### src/rtl/rv_ctrl_pkg.sv
// Shared types, encodings and decode helpers for the multicycle RV32I controller.
package rv_ctrl_pkg;

    localparam int unsigned XLEN      = 32;
    localparam int unsigned ALU_CODE_W = 4;

    typedef enum logic [3:0] {
        FETCH, DECODE, MEMADR, MEMREAD, MEMWB, MEMWRITE, EXECR, EXECI,
        ALUWB, JAL, JALR, JALRPC, BRANCH, LUI, AUIPC, TRAP
    } state_t;

    localparam logic [6:0] OP_LOAD   = 7'b0000011;
    localparam logic [6:0] OP_STORE  = 7'b0100011;
    localparam logic [6:0] OP_R      = 7'b0110011;
    localparam logic [6:0] OP_I      = 7'b0010011;
    localparam logic [6:0] OP_JAL    = 7'b1101111;
    localparam logic [6:0] OP_JALR   = 7'b1100111;
    localparam logic [6:0] OP_BRANCH = 7'b1100011;
    localparam logic [6:0] OP_LUI    = 7'b0110111;
    localparam logic [6:0] OP_AUIPC  = 7'b0010111;

    localparam logic [1:0] SRCA_PC = 2'b00, SRCA_OLDPC = 2'b01, SRCA_RD1 = 2'b10, SRCA_ZERO = 2'b11;
    localparam logic [1:0] SRCB_RD2 = 2'b00, SRCB_IMM = 2'b01, SRCB_FOUR = 2'b10;
    localparam logic [1:0] RES_ALUOUT = 2'b00, RES_DATA = 2'b01, RES_ALURESULT = 2'b10;
    localparam logic [2:0] IMM_I = 3'b000, IMM_S = 3'b001, IMM_B = 3'b010, IMM_J = 3'b011, IMM_U = 3'b100;
    localparam logic [1:0] ALUOP_ADD = 2'b00, ALUOP_SUB = 2'b01, ALUOP_FUNCT = 2'b10;

    localparam logic [ALU_CODE_W-1:0] ALU_ADD = 4'd0, ALU_SUB = 4'd1, ALU_SLL = 4'd2, ALU_SLT = 4'd3,
        ALU_SLTU = 4'd4, ALU_XOR = 4'd5, ALU_SRL = 4'd6, ALU_SRA = 4'd7, ALU_OR = 4'd8, ALU_AND = 4'd9;

    // Unknown opcodes and reserved funct3 encodings of known opcodes.
    function automatic logic is_illegal(input logic [6:0] op, input logic [2:0] f3);
        case (op)
            OP_LOAD:   return f3 inside {3'b011, 3'b110, 3'b111};
            OP_STORE:  return f3 >= 3'b011;
            OP_BRANCH: return f3 inside {3'b010, 3'b011};
            OP_JALR:   return f3 != 3'b000;
            OP_R, OP_I, OP_JAL, OP_LUI, OP_AUIPC: return 1'b0;
            default:   return 1'b1;
        endcase
    endfunction

    function automatic logic [2:0] imm_src(input logic [6:0] op);
        case (op)
            OP_STORE:        return IMM_S;
            OP_BRANCH:       return IMM_B;
            OP_JAL:          return IMM_J;
            OP_LUI, OP_AUIPC: return IMM_U;
            default:         return IMM_I;
        endcase
    endfunction

    function automatic logic branch_taken(input logic [2:0] f3, input logic zero,
                                          input logic neg, input logic ult);
        case (f3)
            3'b000:  return zero;
            3'b001:  return !zero;
            3'b100:  return neg;
            3'b101:  return !neg;
            3'b110:  return ult;
            3'b111:  return !ult;
            default: return 1'b0;
        endcase
    endfunction

endpackage

### src/rtl/multicycle_control_unit_if.sv
// Controller <-> datapath signal bundle; master is the control unit.
interface multicycle_control_unit_if #(
    parameter int unsigned ALU_CTRL_W = 4
);
    logic [31:0]           Instr;
    logic                  Zero, Negflag, Unsigned_less_than, mem_ready;
    logic                  mem_req, AdrSrc, IRWrite, PCUpdate;
    logic [1:0]            ALUSrcA, ALUSrcB, ResultSrc;
    logic [2:0]            ImmSrc;
    logic                  RegWrite, MemWrite;
    logic [2:0]            Loadtype;
    logic [1:0]            Storetype;
    logic                  Jalr;
    logic [ALU_CTRL_W-1:0] ALUControl;
    logic                  instr_done, trap;

    modport master (
        input  Instr, Zero, Negflag, Unsigned_less_than, mem_ready,
        output mem_req, AdrSrc, IRWrite, PCUpdate, ALUSrcA, ALUSrcB, ResultSrc, ImmSrc,
               RegWrite, MemWrite, Loadtype, Storetype, Jalr, ALUControl, instr_done, trap
    );

    modport slave (
        output Instr, Zero, Negflag, Unsigned_less_than, mem_ready,
        input  mem_req, AdrSrc, IRWrite, PCUpdate, ALUSrcA, ALUSrcB, ResultSrc, ImmSrc,
               RegWrite, MemWrite, Loadtype, Storetype, Jalr, ALUControl, instr_done, trap
    );
endinterface

### src/rtl/alu_decoder.sv
// Maps ALUOp plus funct3/funct7[30]/op[5] onto an ALU operation code.
module alu_decoder
    import rv_ctrl_pkg::*;
#(
    parameter int unsigned ALU_CTRL_W = 4
) (
    input  logic [2:0]            funct3,
    input  logic                  funct7b5,
    input  logic                  opb5,
    input  logic [1:0]            alu_op,
    output logic [ALU_CTRL_W-1:0] alu_control
);
    logic [ALU_CODE_W-1:0] code;

    // funct7[30] selects SUB only for R-type; shifts use it for both forms.
    always_comb begin
        code = ALU_ADD;
        case (alu_op)
            ALUOP_SUB: code = ALU_SUB;
            ALUOP_FUNCT: begin
                case (funct3)
                    3'b000: code = (opb5 && funct7b5) ? ALU_SUB : ALU_ADD;
                    3'b001: code = ALU_SLL;
                    3'b010: code = ALU_SLT;
                    3'b011: code = ALU_SLTU;
                    3'b100: code = ALU_XOR;
                    3'b101: code = funct7b5 ? ALU_SRA : ALU_SRL;
                    3'b110: code = ALU_OR;
                    3'b111: code = ALU_AND;
                    default: code = ALU_ADD;
                endcase
            end
            default: code = ALU_ADD;
        endcase
    end

    assign alu_control = ALU_CTRL_W'(code);

endmodule

### src/rtl/multicycle_control_unit.sv
// Moore FSM sequencing each RV32I instruction through the shared-memory multicycle datapath.
module multicycle_control_unit
    import rv_ctrl_pkg::*;
#(
    parameter int unsigned MEM_HANDSHAKE = 1,
    parameter int unsigned TRAP_EN       = 1,
    parameter int unsigned ALU_CTRL_W    = 4
) (
    input logic                        clk,
    input logic                        rst_n,
    multicycle_control_unit_if.master  bus
);
    state_t     state, next_state;
    logic       trap_q, rdy, illegal;
    logic [6:0] opcode;
    logic [2:0] funct3;
    logic       mem_req_c, adr_src_c, ir_write_c, pc_update_c;
    logic       reg_write_c, mem_write_c, done_c, jalr_c;
    logic [1:0] src_a_c, src_b_c, result_src_c, alu_op_c;
    logic [ALU_CTRL_W-1:0] alu_control;
    logic       unused_instr_bits;

    assign opcode  = bus.Instr[6:0];
    assign funct3  = bus.Instr[14:12];
    assign illegal = is_illegal(opcode, funct3);
    assign rdy     = (MEM_HANDSHAKE != 0) ? bus.mem_ready : 1'b1;
    assign unused_instr_bits = ^{bus.Instr[31], bus.Instr[29:15], bus.Instr[11:7]};

    alu_decoder #(.ALU_CTRL_W(ALU_CTRL_W)) u_alu_decoder (
        .funct3      (funct3),
        .funct7b5    (bus.Instr[30]),
        .opb5        (bus.Instr[5]),
        .alu_op      (alu_op_c),
        .alu_control (alu_control)
    );

    // trap is sticky: only reset leaves the TRAP state.
    always_ff @(posedge clk or negedge rst_n) begin
        if (!rst_n) begin
            state  <= FETCH;
            trap_q <= 1'b0;
        end else begin
            state <= next_state;
            if (next_state == TRAP) trap_q <= 1'b1;
        end
    end

    always_comb begin
        next_state   = state;
        mem_req_c    = 1'b0;
        adr_src_c    = 1'b0;
        ir_write_c   = 1'b0;
        pc_update_c  = 1'b0;
        reg_write_c  = 1'b0;
        mem_write_c  = 1'b0;
        done_c       = 1'b0;
        jalr_c       = 1'b0;
        src_a_c      = SRCA_PC;
        src_b_c      = SRCB_RD2;
        result_src_c = RES_ALUOUT;
        alu_op_c     = ALUOP_ADD;
        case (state)
            FETCH: begin
                mem_req_c    = 1'b1;
                src_b_c      = SRCB_FOUR;
                result_src_c = RES_ALURESULT;
                ir_write_c   = rdy;
                pc_update_c  = rdy;
                if (rdy) next_state = DECODE;
            end
            DECODE: begin
                src_a_c = SRCA_OLDPC;
                src_b_c = SRCB_IMM;
                if (illegal) begin
                    if (TRAP_EN != 0) begin
                        next_state = TRAP;
                    end else begin
                        next_state = FETCH;
                        done_c     = 1'b1;
                    end
                end else begin
                    case (opcode)
                        OP_LOAD, OP_STORE: next_state = MEMADR;
                        OP_R:      next_state = EXECR;
                        OP_I:      next_state = EXECI;
                        OP_JAL:    next_state = JAL;
                        OP_JALR:   next_state = JALR;
                        OP_BRANCH: next_state = BRANCH;
                        OP_LUI:    next_state = LUI;
                        OP_AUIPC:  next_state = AUIPC;
                        default:   next_state = FETCH;
                    endcase
                end
            end
            MEMADR: begin
                src_a_c    = SRCA_RD1;
                src_b_c    = SRCB_IMM;
                next_state = (opcode == OP_STORE) ? MEMWRITE : MEMREAD;
            end
            MEMREAD: begin
                mem_req_c = 1'b1;
                adr_src_c = 1'b1;
                if (rdy) next_state = MEMWB;
            end
            MEMWB: begin
                result_src_c = RES_DATA;
                reg_write_c  = 1'b1;
                done_c       = 1'b1;
                next_state   = FETCH;
            end
            MEMWRITE: begin
                mem_req_c   = 1'b1;
                adr_src_c   = 1'b1;
                mem_write_c = 1'b1;
                done_c      = rdy;
                if (rdy) next_state = FETCH;
            end
            EXECR: begin
                src_a_c    = SRCA_RD1;
                alu_op_c   = ALUOP_FUNCT;
                next_state = ALUWB;
            end
            EXECI: begin
                src_a_c    = SRCA_RD1;
                src_b_c    = SRCB_IMM;
                alu_op_c   = ALUOP_FUNCT;
                next_state = ALUWB;
            end
            LUI: begin
                src_a_c    = SRCA_ZERO;
                src_b_c    = SRCB_IMM;
                next_state = ALUWB;
            end
            AUIPC: begin
                src_a_c    = SRCA_OLDPC;
                src_b_c    = SRCB_IMM;
                next_state = ALUWB;
            end
            ALUWB: begin
                reg_write_c = 1'b1;
                done_c      = 1'b1;
                next_state  = FETCH;
            end
            // PC takes the target latched in DECODE; link value OldPC+4 goes to ALUOut.
            JAL: begin
                src_a_c     = SRCA_OLDPC;
                src_b_c     = SRCB_FOUR;
                pc_update_c = 1'b1;
                next_state  = ALUWB;
            end
            JALR: begin
                src_a_c    = SRCA_RD1;
                src_b_c    = SRCB_IMM;
                next_state = JALRPC;
            end
            JALRPC: begin
                src_a_c     = SRCA_OLDPC;
                src_b_c     = SRCB_FOUR;
                jalr_c      = 1'b1;
                pc_update_c = 1'b1;
                next_state  = ALUWB;
            end
            BRANCH: begin
                src_a_c     = SRCA_RD1;
                alu_op_c    = ALUOP_SUB;
                done_c      = 1'b1;
                pc_update_c = branch_taken(funct3, bus.Zero, bus.Negflag, bus.Unsigned_less_than);
                next_state  = FETCH;
            end
            TRAP:    next_state = TRAP;
            default: next_state = FETCH;
        endcase
    end

    // Enables are held off for the whole time rst_n is asserted.
    assign bus.mem_req    = rst_n & mem_req_c;
    assign bus.IRWrite    = rst_n & ir_write_c;
    assign bus.PCUpdate   = rst_n & pc_update_c;
    assign bus.RegWrite   = rst_n & reg_write_c;
    assign bus.MemWrite   = rst_n & mem_write_c;
    assign bus.instr_done = rst_n & done_c;
    assign bus.AdrSrc     = adr_src_c;
    assign bus.Jalr       = jalr_c;
    assign bus.ALUSrcA    = src_a_c;
    assign bus.ALUSrcB    = src_b_c;
    assign bus.ResultSrc  = result_src_c;
    assign bus.ALUControl = alu_control;
    assign bus.ImmSrc     = imm_src(opcode);
    assign bus.Loadtype   = funct3;
    assign bus.Storetype  = funct3[1:0];
    assign bus.trap       = trap_q;

endmodule

### src/flat_wrapper.sv
// flat-port wrapper written by rule: the top's interface ports become plain ports
module multicycle_control_unit_flat import rv_ctrl_pkg::*;
#(
    parameter int unsigned MEM_HANDSHAKE = 1,
    parameter int unsigned TRAP_EN       = 1,
    parameter int unsigned ALU_CTRL_W    = 4
)
  (clk, rst_n, bus_Instr, bus_Zero, bus_Negflag, bus_Unsigned_less_than, bus_mem_ready, bus_mem_req, bus_AdrSrc, bus_IRWrite, bus_PCUpdate, bus_ALUSrcA, bus_ALUSrcB, bus_ResultSrc, bus_ImmSrc, bus_RegWrite, bus_MemWrite, bus_Loadtype, bus_Storetype, bus_Jalr, bus_ALUControl, bus_instr_done, bus_trap);
  multicycle_control_unit_if #(.ALU_CTRL_W(ALU_CTRL_W)) bus_i ();
  input logic clk;
  input logic rst_n;
  input wire logic [$bits(bus_i.Instr)-1:0] bus_Instr;
  input wire logic [$bits(bus_i.Zero)-1:0] bus_Zero;
  input wire logic [$bits(bus_i.Negflag)-1:0] bus_Negflag;
  input wire logic [$bits(bus_i.Unsigned_less_than)-1:0] bus_Unsigned_less_than;
  input wire logic [$bits(bus_i.mem_ready)-1:0] bus_mem_ready;
  output wire logic [$bits(bus_i.mem_req)-1:0] bus_mem_req;
  output wire logic [$bits(bus_i.AdrSrc)-1:0] bus_AdrSrc;
  output wire logic [$bits(bus_i.IRWrite)-1:0] bus_IRWrite;
  output wire logic [$bits(bus_i.PCUpdate)-1:0] bus_PCUpdate;
  output wire logic [$bits(bus_i.ALUSrcA)-1:0] bus_ALUSrcA;
  output wire logic [$bits(bus_i.ALUSrcB)-1:0] bus_ALUSrcB;
  output wire logic [$bits(bus_i.ResultSrc)-1:0] bus_ResultSrc;
  output wire logic [$bits(bus_i.ImmSrc)-1:0] bus_ImmSrc;
  output wire logic [$bits(bus_i.RegWrite)-1:0] bus_RegWrite;
  output wire logic [$bits(bus_i.MemWrite)-1:0] bus_MemWrite;
  output wire logic [$bits(bus_i.Loadtype)-1:0] bus_Loadtype;
  output wire logic [$bits(bus_i.Storetype)-1:0] bus_Storetype;
  output wire logic [$bits(bus_i.Jalr)-1:0] bus_Jalr;
  output wire logic [$bits(bus_i.ALUControl)-1:0] bus_ALUControl;
  output wire logic [$bits(bus_i.instr_done)-1:0] bus_instr_done;
  output wire logic [$bits(bus_i.trap)-1:0] bus_trap;
  assign bus_i.Instr = bus_Instr;
  assign bus_i.Zero = bus_Zero;
  assign bus_i.Negflag = bus_Negflag;
  assign bus_i.Unsigned_less_than = bus_Unsigned_less_than;
  assign bus_i.mem_ready = bus_mem_ready;
  assign bus_mem_req = bus_i.mem_req;
  assign bus_AdrSrc = bus_i.AdrSrc;
  assign bus_IRWrite = bus_i.IRWrite;
  assign bus_PCUpdate = bus_i.PCUpdate;
  assign bus_ALUSrcA = bus_i.ALUSrcA;
  assign bus_ALUSrcB = bus_i.ALUSrcB;
  assign bus_ResultSrc = bus_i.ResultSrc;
  assign bus_ImmSrc = bus_i.ImmSrc;
  assign bus_RegWrite = bus_i.RegWrite;
  assign bus_MemWrite = bus_i.MemWrite;
  assign bus_Loadtype = bus_i.Loadtype;
  assign bus_Storetype = bus_i.Storetype;
  assign bus_Jalr = bus_i.Jalr;
  assign bus_ALUControl = bus_i.ALUControl;
  assign bus_instr_done = bus_i.instr_done;
  assign bus_trap = bus_i.trap;
  multicycle_control_unit #(.MEM_HANDSHAKE(MEM_HANDSHAKE), .TRAP_EN(TRAP_EN), .ALU_CTRL_W(ALU_CTRL_W)) u_core (.clk(clk), .rst_n(rst_n), .bus(bus_i));
endmodule
### config.mk
export PLATFORM = sky130hd
export DESIGN_NAME = multicycle_control_unit_flat
export DESIGN_NICKNAME = d
export VERILOG_FILES = /design/src/rtl/rv_ctrl_pkg.sv /design/src/rtl/multicycle_control_unit_if.sv /design/src/rtl/alu_decoder.sv /design/src/rtl/multicycle_control_unit.sv /design/src/flat_wrapper.sv
export SDC_FILE = /design/constraint.sdc
export NUM_CORES = 1
export LEC_CHECK = 0
export ABC_AREA = 1
export ABC_CLOCK_PERIOD_IN_PS = 3300
export CAP_MARGIN = 25
export CELL_PAD_IN_SITES_DETAIL_PLACEMENT = 1
export CELL_PAD_IN_SITES_GLOBAL_PLACEMENT = 1
export CORE_MARGIN = 1.5
export CORE_UTILIZATION = 24
export CTS_BUF_LIST = sky130_fd_sc_hd__clkbuf_4
export CTS_CLUSTER_SIZE = 10
export DETAILED_ROUTE_END_ITERATION = 7
export HOLD_SLACK_MARGIN = 0.05
export PLACE_DENSITY_LB_ADDON = 0.1
export SLEW_MARGIN = 20
export SYNTH_ARGS = -nofsm -noshare
export SYNTH_HDL_FRONTEND = slang
export SYNTH_SLANG_ARGS = --single-unit
### constraint.sdc
create_clock -name clk -period 3.3 [get_ports clk]
set_input_delay 0.66 -clock clk [delete_from_list [all_inputs] [get_ports clk]]
set_output_delay 0.66 -clock clk [all_outputs]
set_load 0.02 [all_outputs]
# Word-level counts from Yosys, hierarchy flattened
# Index checks and enable logic that the tools add are counted.
# classes
mux,26
n_eq_ne,34
bitwise,6
magnitude_cmp,1
reduce_logical,23
# op_table
operator,n
$pmux W4 S8,2
$eq A4 B4 Y1 const B,9
$pmux W4 S9,1
$eq A7 B6 Y1 const B,3
$eq A7 B7 Y1 const B,3
$eq A4 B3 Y1 const B,4
$mux W4,4
$eq A7 B5 Y1 const B,2
$eq A3 B3 Y1 const B,4
$pmux W2 S2,3
$pmux W3 S4,1
$reduce_or A2 Y1,6
$reduce_or A6 Y1,2
$reduce_or A5 Y1,2
$reduce_or A3 Y1,3
$eq A4 B2 Y1 const B,2
$mux W1,8
$pmux W4 S2,1
$eq A7 B2 Y1 const B,1
$and A1 B1 Y1,6
$eq A3 B2 Y1 const B,2
$pmux W1 S6,1
$pmux W2 S3,1
$reduce_bool A3 Y1,2
other kinds (15),17
# totals
in_bits,38
out_inout_bits,27
regBits,5

# Logic depth before layout (Yosys ltp)
# depth
word_depth,6
depth_mapped,12

# Hierarchy
# From an unflattened synthesis, not the netlist that was laid out.
# unflattened
hier_cells,181
hier_area_um2,969.7
# modules_own_cells
mod,n_inst,area_each_um2,cells_each
multicycle_control_unit,1,838.3,153
alu_decoder,1,131.4,28

# Least setup slack after synthesis
# OpenSTA, ideal clock, no wires.
# synth_timing
path_type,reg2out
startpoint,register u_core.state[1]
endpoint,output port bus_ALUControl[2]
path_buffers,0
t_arrival_ns,1.585
required_time_ns,2.640
path_stages_with_launch,9
setup_slack_ns,1.055
cell_sequence,dfrtp_1 -> nor2_1 -> inv_2 -> nor2_1 -> inv_1 -> ha_1 -> inv_1 -> nand2_1 -> nor2_1
# synth_via
elab_chain_cells,5
# synth_lines
element,line_no,rtl
"start, declared",multicycle_control_unit.sv:13,"state_t state, next_state;"
"start signal, assigned",multicycle_control_unit.sv:43,state <= next_state;
$eq A4 B3 Y1,multicycle_control_unit.sv:62,case (state)
$reduce_or A2 Y1 (no line),n/a,
$pmux W2 S2 *,multicycle_control_unit.sv:62,
$eq A2 B2 Y1 / $eq A2 B1 Y1 (equally long branches),alu_decoder.sv:18,case (alu_op)
$pmux W4 S2 *,alu_decoder.sv:18,
"end, declared",flat_wrapper.sv:30,output wire logic [$bits(bus_i.ALUControl)-1:0] bus_ALUControl;
# Mark *: on every way between the ends. The rest lies on a longest branch, timed or not.

# Worst setup path in the final report
# layout_timing
startpoint,input port bus_Instr[13]
endpoint,output port bus_PCUpdate
# layout_via
elab_chain_cells,4
# layout_lines
element,line_no,rtl
"start, declared",flat_wrapper.sv:12,input wire logic [$bits(bus_i.Instr)-1:0] bus_Instr;
$eq A3 B3 Y1 (tied with other cells),rv_ctrl_pkg.sv:55,case (f3)
$pmux W1 S6 *,rv_ctrl_pkg.sv:55,
$pmux W1 S3 *,multicycle_control_unit.sv:62,
$and A1 B1 Y1 *,multicycle_control_unit.sv:178,assign bus.PCUpdate = rst_n & pc_update_c;
"end, declared",flat_wrapper.sv:20,output wire logic [$bits(bus_i.PCUpdate)-1:0] bus_PCUpdate;
# Marked as above.

==> run metrics <==
status=finished clean; post-synthesis xor/xnor area fraction=0.00919; routed vias=1173; Clock transition at path regs=0.04 ns; Crit Path Category=input port to output pin; Residual DRC=0; htree depth=1; register-to-register setup slack=1.72 ns; Syn Inst Count=166; Leakage=0.725 nW; Worst-Margin Slew=between 0.3 and 0.4 ns; worst-path fanout max=2; Compound-Gate Fraction of Synth Area=0.136; Critical Path Slowest Stage Cell=clkdlybuf4s50_1; Post-synth top cells=nand2_1, nor2_1, inv_1; syn nets=206; global route overflow=0; Primary FF master, synth=dfrtp_1; worst clock skew=0.00262 ns; Finished Cell Area=between 1000 and 1500 um^2; # Post-CTS Setup Buffers=0; Routed Antenna Nets=0; DP Area=roughly 1400 um^2; pin count of the biggest net entering global routing=9; FFs w/ async S/R, synth=1.00; hold endpoint=u_core.bus.trap$_DFFE_PN0N_; library cells used by synthesis=29; # clock sinks=5; synthesized-area fraction occupied by adder cells=0.0262; CP top delay family=buffers and inverters; CP Data Required Time=2.64 ns; count leader, synth=nand2_1; CP startpoint kind=input port; Synth area leader=nand2_1; hold path startpoint=u_core.bus.trap$_DFFE_PN0N_; GRT Total Usage=0.158; synth-to-layout area growth=53.5%; final hold vios=0; Num CTS Buffers=3; critical path's largest stage delay=0.64 ns; post-route minimum period=3.16 ns; I/O Pins=65; Max Clock Freq=between 300 and 400 MHz; deepest clock path buffer count=2; DIE HEIGHT=66.0 um; # port buffers=43; Slew headroom=0.744; R2R depth=8; cell mode on critical path=clkdlybuf4s50_1; Period Utilization, post-route=0.959; yosys warns=0; Slew Limit Fails=0; R2R Path End=u_core.bus.trap$_DFFE_PN0N_; core area=around 3700 um^2; register area share after synthesis=0.131; Post-Synth Simple-Gate Area=0.529; RSZ-0062 raised after global routing=false; number of enable flip-flop cells after synthesis=0; initial core utilization=0.255; number of antenna violations at the first check in global routing=0; Die Area=4360 um^2; main combinational cell family by area after synthesis=simple AND/OR/NAND/NOR gates; share of cells above drive strength 1=0.209; pwr dens=549 nW/um^2; Max-Cap Viols=0; flip-flop and latch count after synthesis=5; mux share of post-synthesis cell area=0.0105; RR Startpoint=u_core.state[1]$_DFF_PN0_; Die X=66.0 um; worst path cell trace=clkdlybuf4s50_1 > mux2i_1 > nor2_1 > o32ai_1 > nand2_1 > a31oi_1 > clkdlybuf4s50_1; worst hold path depth=2; dpl hpwl=2.73 mm; Synth top area share=0.138; first-pass GRT wire length=around 5.5 mm; GPL Wtd Cong=0.806; Bufs and invs on worst path=2; setup_tns=0 ns; Std-Cell Rows=22; CTS tree=built; root buffer cell=clkbuf_4; critical path arrival=2.50 ns; peak supply drop=324 uV; Post-Syn Area per Cell=5.74 um^2; vias in the first global route=1251; DRT Wirelength=3.15 mm; nets=252; Critical Path End Type=output pin; routed vias/inst=4.53; TritonRoute pass-1 iters=4; antenna fix cells=0; clk_lat worst skew=0.24 ns; Worst Hold Class=register to register; Post-Syn Area=around 950 um^2; final setup vio count=0; Routed WL per cell=12.2 um; Initial DRC Count=42; main area contributors after synthesis=nand2_1, dfrtp_1, nor2_1
cells in the final DEF, fill, tap and decap left out:
master           Yosys  routed
nand2_2             14      14
xnor2_1              1       1
o32ai_1              1       1
dlymetal6s2s_1       0       1
nor4_1               1       1
nor2_4               2       2
nand2_1             35      35
ha_1                 2       2
o211ai_1             3       3
nand3_1             13      13
a21oi_1              5       5
dfrtp_1              5       5
clkdlybuf4s50_1      0      42
mux2i_1              1       1
inv_2                9       9
nor3_4               1       1
nor2_2               6       7
clkbuf_4             0       4
nand4_1              1       1
o21a_1               1       1
inv_1               21      21
nor3_1               1       1
o21ai_2              1       1
nand3_2              1       1
nor4_2               1       1
buf_4                5       3
a211oi_1             2       2
nor2_1              25      24
nor3_2               1       1
o211a_1              1       1
a31oi_1              2       2
o21ai_0              4       4
metal layers:
layer / vias to the layer above / global-route usage / routed length [um]
met5: - / 0 / 0
met3: 4 / 0.0187 / 90
li1: 615 / - / -
met4: 0 / 0.0536 / 36
met2: 24 / 0.271 / 1440
met1: 530 / 0.205 / 1590
cells by family (layout without fill, tap and decap cells):
logic type	after synthesis	in the layout
AND/OR/NAND/NOR	102	102
buffers and inverters	35	80
AO/OA/AOI/OAI	20	20
flip-flops	5	5
adder cells (fa/ha/maj)	2	2
XOR/XNOR	1	1
multiplexers	1	1
what timing repair did:
item	4_1_cts	5_1_grt
resized for setup	0	2
hold buffers	0	0
setup endpoints to repair	0	3
worst max path at each step:
stage | from | to | cells after the start
6_report | bus_Instr[13] | bus_PCUpdate | 7
5_1_grt | bus_Instr[12] | bus_PCUpdate | 8
4_1_cts | bus_Instr[13] | bus_PCUpdate | 7
3_5_place_dp | bus_Instr[13] | bus_PCUpdate | 7
3_3_place_gp | bus_Instr[12] | bus_PCUpdate | 6
2_1_floorplan | u_core.state[1]$_DFF_PN0_ | bus_ALUControl[2] | 8
metrics by stage:
| step | cells | power, mW | hold slack [ns] | setup WS, ns | util |
|---|---|---|---|---|---|
| 2_1_floorplan | 166 | 0.483 | 0.364 | 1.06 | - |
| 3_5_place_dp | 255 | 0.726 | 0.460 | 0.134 | 0.382 |
| 6_report | 259 | 0.804 | 0.461 | 0.136 | 0.391 |
| 3_3_place_gp | 255 | 0.721 | 0.450 | 0.166 | 0.382 |
| 4_1_cts | 259 | 0.813 | 0.471 | 0.107 | 0.390 |
| 5_1_grt | 259 | 0.875 | 0.494 | 0.0424 | 0.391 |
registers in the layout, indices dropped and copies added (netlist names):
signal / cells
u_core.state: 4
u_core.bus.trap: 1
report_power, final:
| group | switching [mW] | internal, mW | leakage, nW |
|---|---|---|---|
| Sequential | 0.0379 | 0.0839 | 0.0594 |
| Combinational | 0.360 | 0.243 | 0.647 |
| Clock | 0.0251 | 0.0539 | 0.0184 |
worst min-delay path, stage by stage (launching register included):
cell and delay (ns):
dfrtp_1 0.34, inv_1 0.05, o21ai_2 0.04
final cells by class:
cell class,count,area [um^2]
timing repair buffer,46,455
fill,512,2280
tap,48,60.1
clock buffer,4,30.0
sequential,5,125
inverter,30,113
multi-input combinational,126,681
Power figures use the tool's default switching activity.
==> patch: new RTL, config.mk and constraints unchanged <==
Change the package constant `ALU_CODE_W` from 4 to 5.
--- a/src/rtl/rv_ctrl_pkg.sv
+++ b/src/rtl/rv_ctrl_pkg.sv
@@ -3,5 +3,5 @@
 
     localparam int unsigned XLEN      = 32;
-    localparam int unsigned ALU_CODE_W = 4;
+    localparam int unsigned ALU_CODE_W = 5;
 
     typedef enum logic [3:0] {
Behaviour: unchanged (equiv_simple and equiv_induct, registers matched by name and starting in step).
==> patch against the original RTL <==
  * Design area fell by 0.60%
  * Routed wire length rose by 0.25%
  * Fmax fell by 0.65%
  * Worst setup slack got worse by 21 ps
  * Sequential cell count did not move
  * Area after synthesis fell by 4.9%
  * Worst hold slack improved by 17 ps
  * Critical path type unchanged
  * Largest cell class unchanged
Power is left out: it rests on default switching activity, and per cell area and clock period it moved more than threefold.
==> patch: results (changes against the original RTL) <==
[run_status]
status=finished, final reports clean  ; unchanged

[clocking]
numCtsBuffers=3  ; unchanged
clock_tree.buffer_depth=2  ; unchanged
root_buffer=clkbuf_4  ; unchanged
postCtsSetupRepairBufs=0  ; unchanged
clk_pin_slew_worst_paths_ps=40  ; about the same
h-tree-depth=1  ; unchanged
clk_latency_ps=240  ; about the same

[logic_synthesis]
synth_ff_type=dfrtp_1  ; unchanged
ys_types=28  ; was 29
synth_area_leaders=nand2_1 (19%), dfrtp_1 (14%), nor2_1 (11%)  ; was nand2_1 (14%), dfrtp_1 (13%), nor2_1 (9.8%)
syn-num-nets=206  ; unchanged
synth_warnings=0  ; unchanged
async_flop_share=1.000  ; unchanged
seq_area_frac_synth=0.1379  ; was 0.1312
synth_edf_count=0  ; unchanged
synthTopCellsByCount=nand2_1 (45), nor2_1 (27), inv_1 (25), nand3_1 (13)  ; was nand2_1 (35), nor2_1 (25), inv_1 (21), nand2_2 (14), nand3_1 (13)

[setup_path]
crit_family=buffers and inverters  ; unchanged
rr_endpoint=u_core.bus.trap  ; unchanged
worstReg2RegStart=u_core.state[2]  ; was u_core.state[1]
cp_data_arrival_time_ps=2520  ; was 2500 ps
r2r_cells=8  ; unchanged
cpMaxStageDelayCell=clkdlybuf4s50_1  ; unchanged
slowest_delay_ps=600  ; was 640 ps
startpoint=bus_Instr[13]  ; unchanged
ff2ff_setup_slack_ps=1760  ; was 1720 ps
cp-endpoint=bus_ALUControl[0]  ; was bus_PCUpdate
worst-path-max-fanout=6  ; was 2

[global_route]
antenna_found_initial=0  ; unchanged
grt_pass1_wl_um=5299  ; was 5457 µm
grt_max_degree=10  ; was 9
groute.usage.overall=0.1562  ; was 0.1584

[detailed_routing]
post_drt_wl_per_cell_um=11.97  ; was 12.17 µm
drtIter0Drc=48  ; was 42
first_pass_iters=4  ; unchanged
dr_total_vias=1207  ; was 1173

[layout]
largest_reg_flops=4  ; unchanged
antenna_cells=0  ; unchanged
regMostFlops=u_core.state  ; unchanged
fin_nets=257  ; was 252
layout-drive-gt1-share=0.1574  ; was 0.2085

[timing]
finalClockSkew_ps=2.098  ; was 2.623 ps
worst_slew_pin_slew_ps=335.3  ; was 380.1 ps
min_period_ps=3185  ; was 3164 ps

[place]
placed_cell_area_mm2=0.001420  ; was 0.001429 mm²
port_buffers=43  ; unchanged
gp_congestion=0.8446  ; was 0.8056
dpl.hpwl_um=2748  ; was 2730 µm
dp_slack_ps=-61.58  ; was 133.9 ps

[worst_hold_path]
hp-class=reg2reg  ; unchanged

==> patch: worst min path at each step <==
stage / start / endpoint / slack [ps] / cells past startpoint
after floorplan: rst_n / u_core.bus.trap / 360 / 0
final: u_core.bus.trap / u_core.bus.trap / 480 / 1
after global placement: u_core.bus.trap / u_core.bus.trap / 450 / 1
after global routing: u_core.bus.trap / u_core.bus.trap / 500 / 1
after CTS: u_core.bus.trap / u_core.bus.trap / 480 / 1
after detailed placement: u_core.bus.trap / u_core.bus.trap / 470 / 1
==> patch: cells by family after synthesis <==
kind of cell	count (synthesis)	share of synthesized area
and+or+nand+nor	105	0.5186
buffers and inverters	34	0.1614
AOI/OAI and AO/OA	19	0.1448
DFF	5	0.1379
adders and majority gates	2	0.02758
xor gates and xnor gates	1	0.009657
==> patch: area by class of cell <==
cell class / count / area, µm²
multi-input combinational: 127 / 641.9
inverter: 29 / 108.9
fill: 487 / 2178
timing repair buffer: 51 / 489.2
clock buffer: 4 / 30.03
sequential: 5 / 125.1
tap: 48 / 60.06
==> patch: stage by stage <==
| step | util | hold slack (ps) | cells |
|---|---|---|---|
| after floorplan | - | 364.4 | 166 |
| after global placement | 0.3908 | 454.6 | 260 |
| after detailed placement | 0.3908 | 467.6 | 260 |
| after CTS | 0.3991 | 482.6 | 264 |
| after global routing | 0.4005 | 503.4 | 264 |
| final | 0.4005 | 478.3 | 264 |
==> patch: timing repair <==
item | CTS | global route
setup endpoints to repair | 2 | 1
pin swaps | 0 | 0
resized for setup | 2 | 1
==> patch: per-layer routing <==
layer / GRT usage / wire, µm / vias up
li1: - / - / 617
met1: 0.2081 / 1482 / 556
met2: 0.2747 / 1509 / 32
met3: 0.01389 / 158 / 2
met4: 0.03191 / 10 / 0
met5: 0 / 0 / -
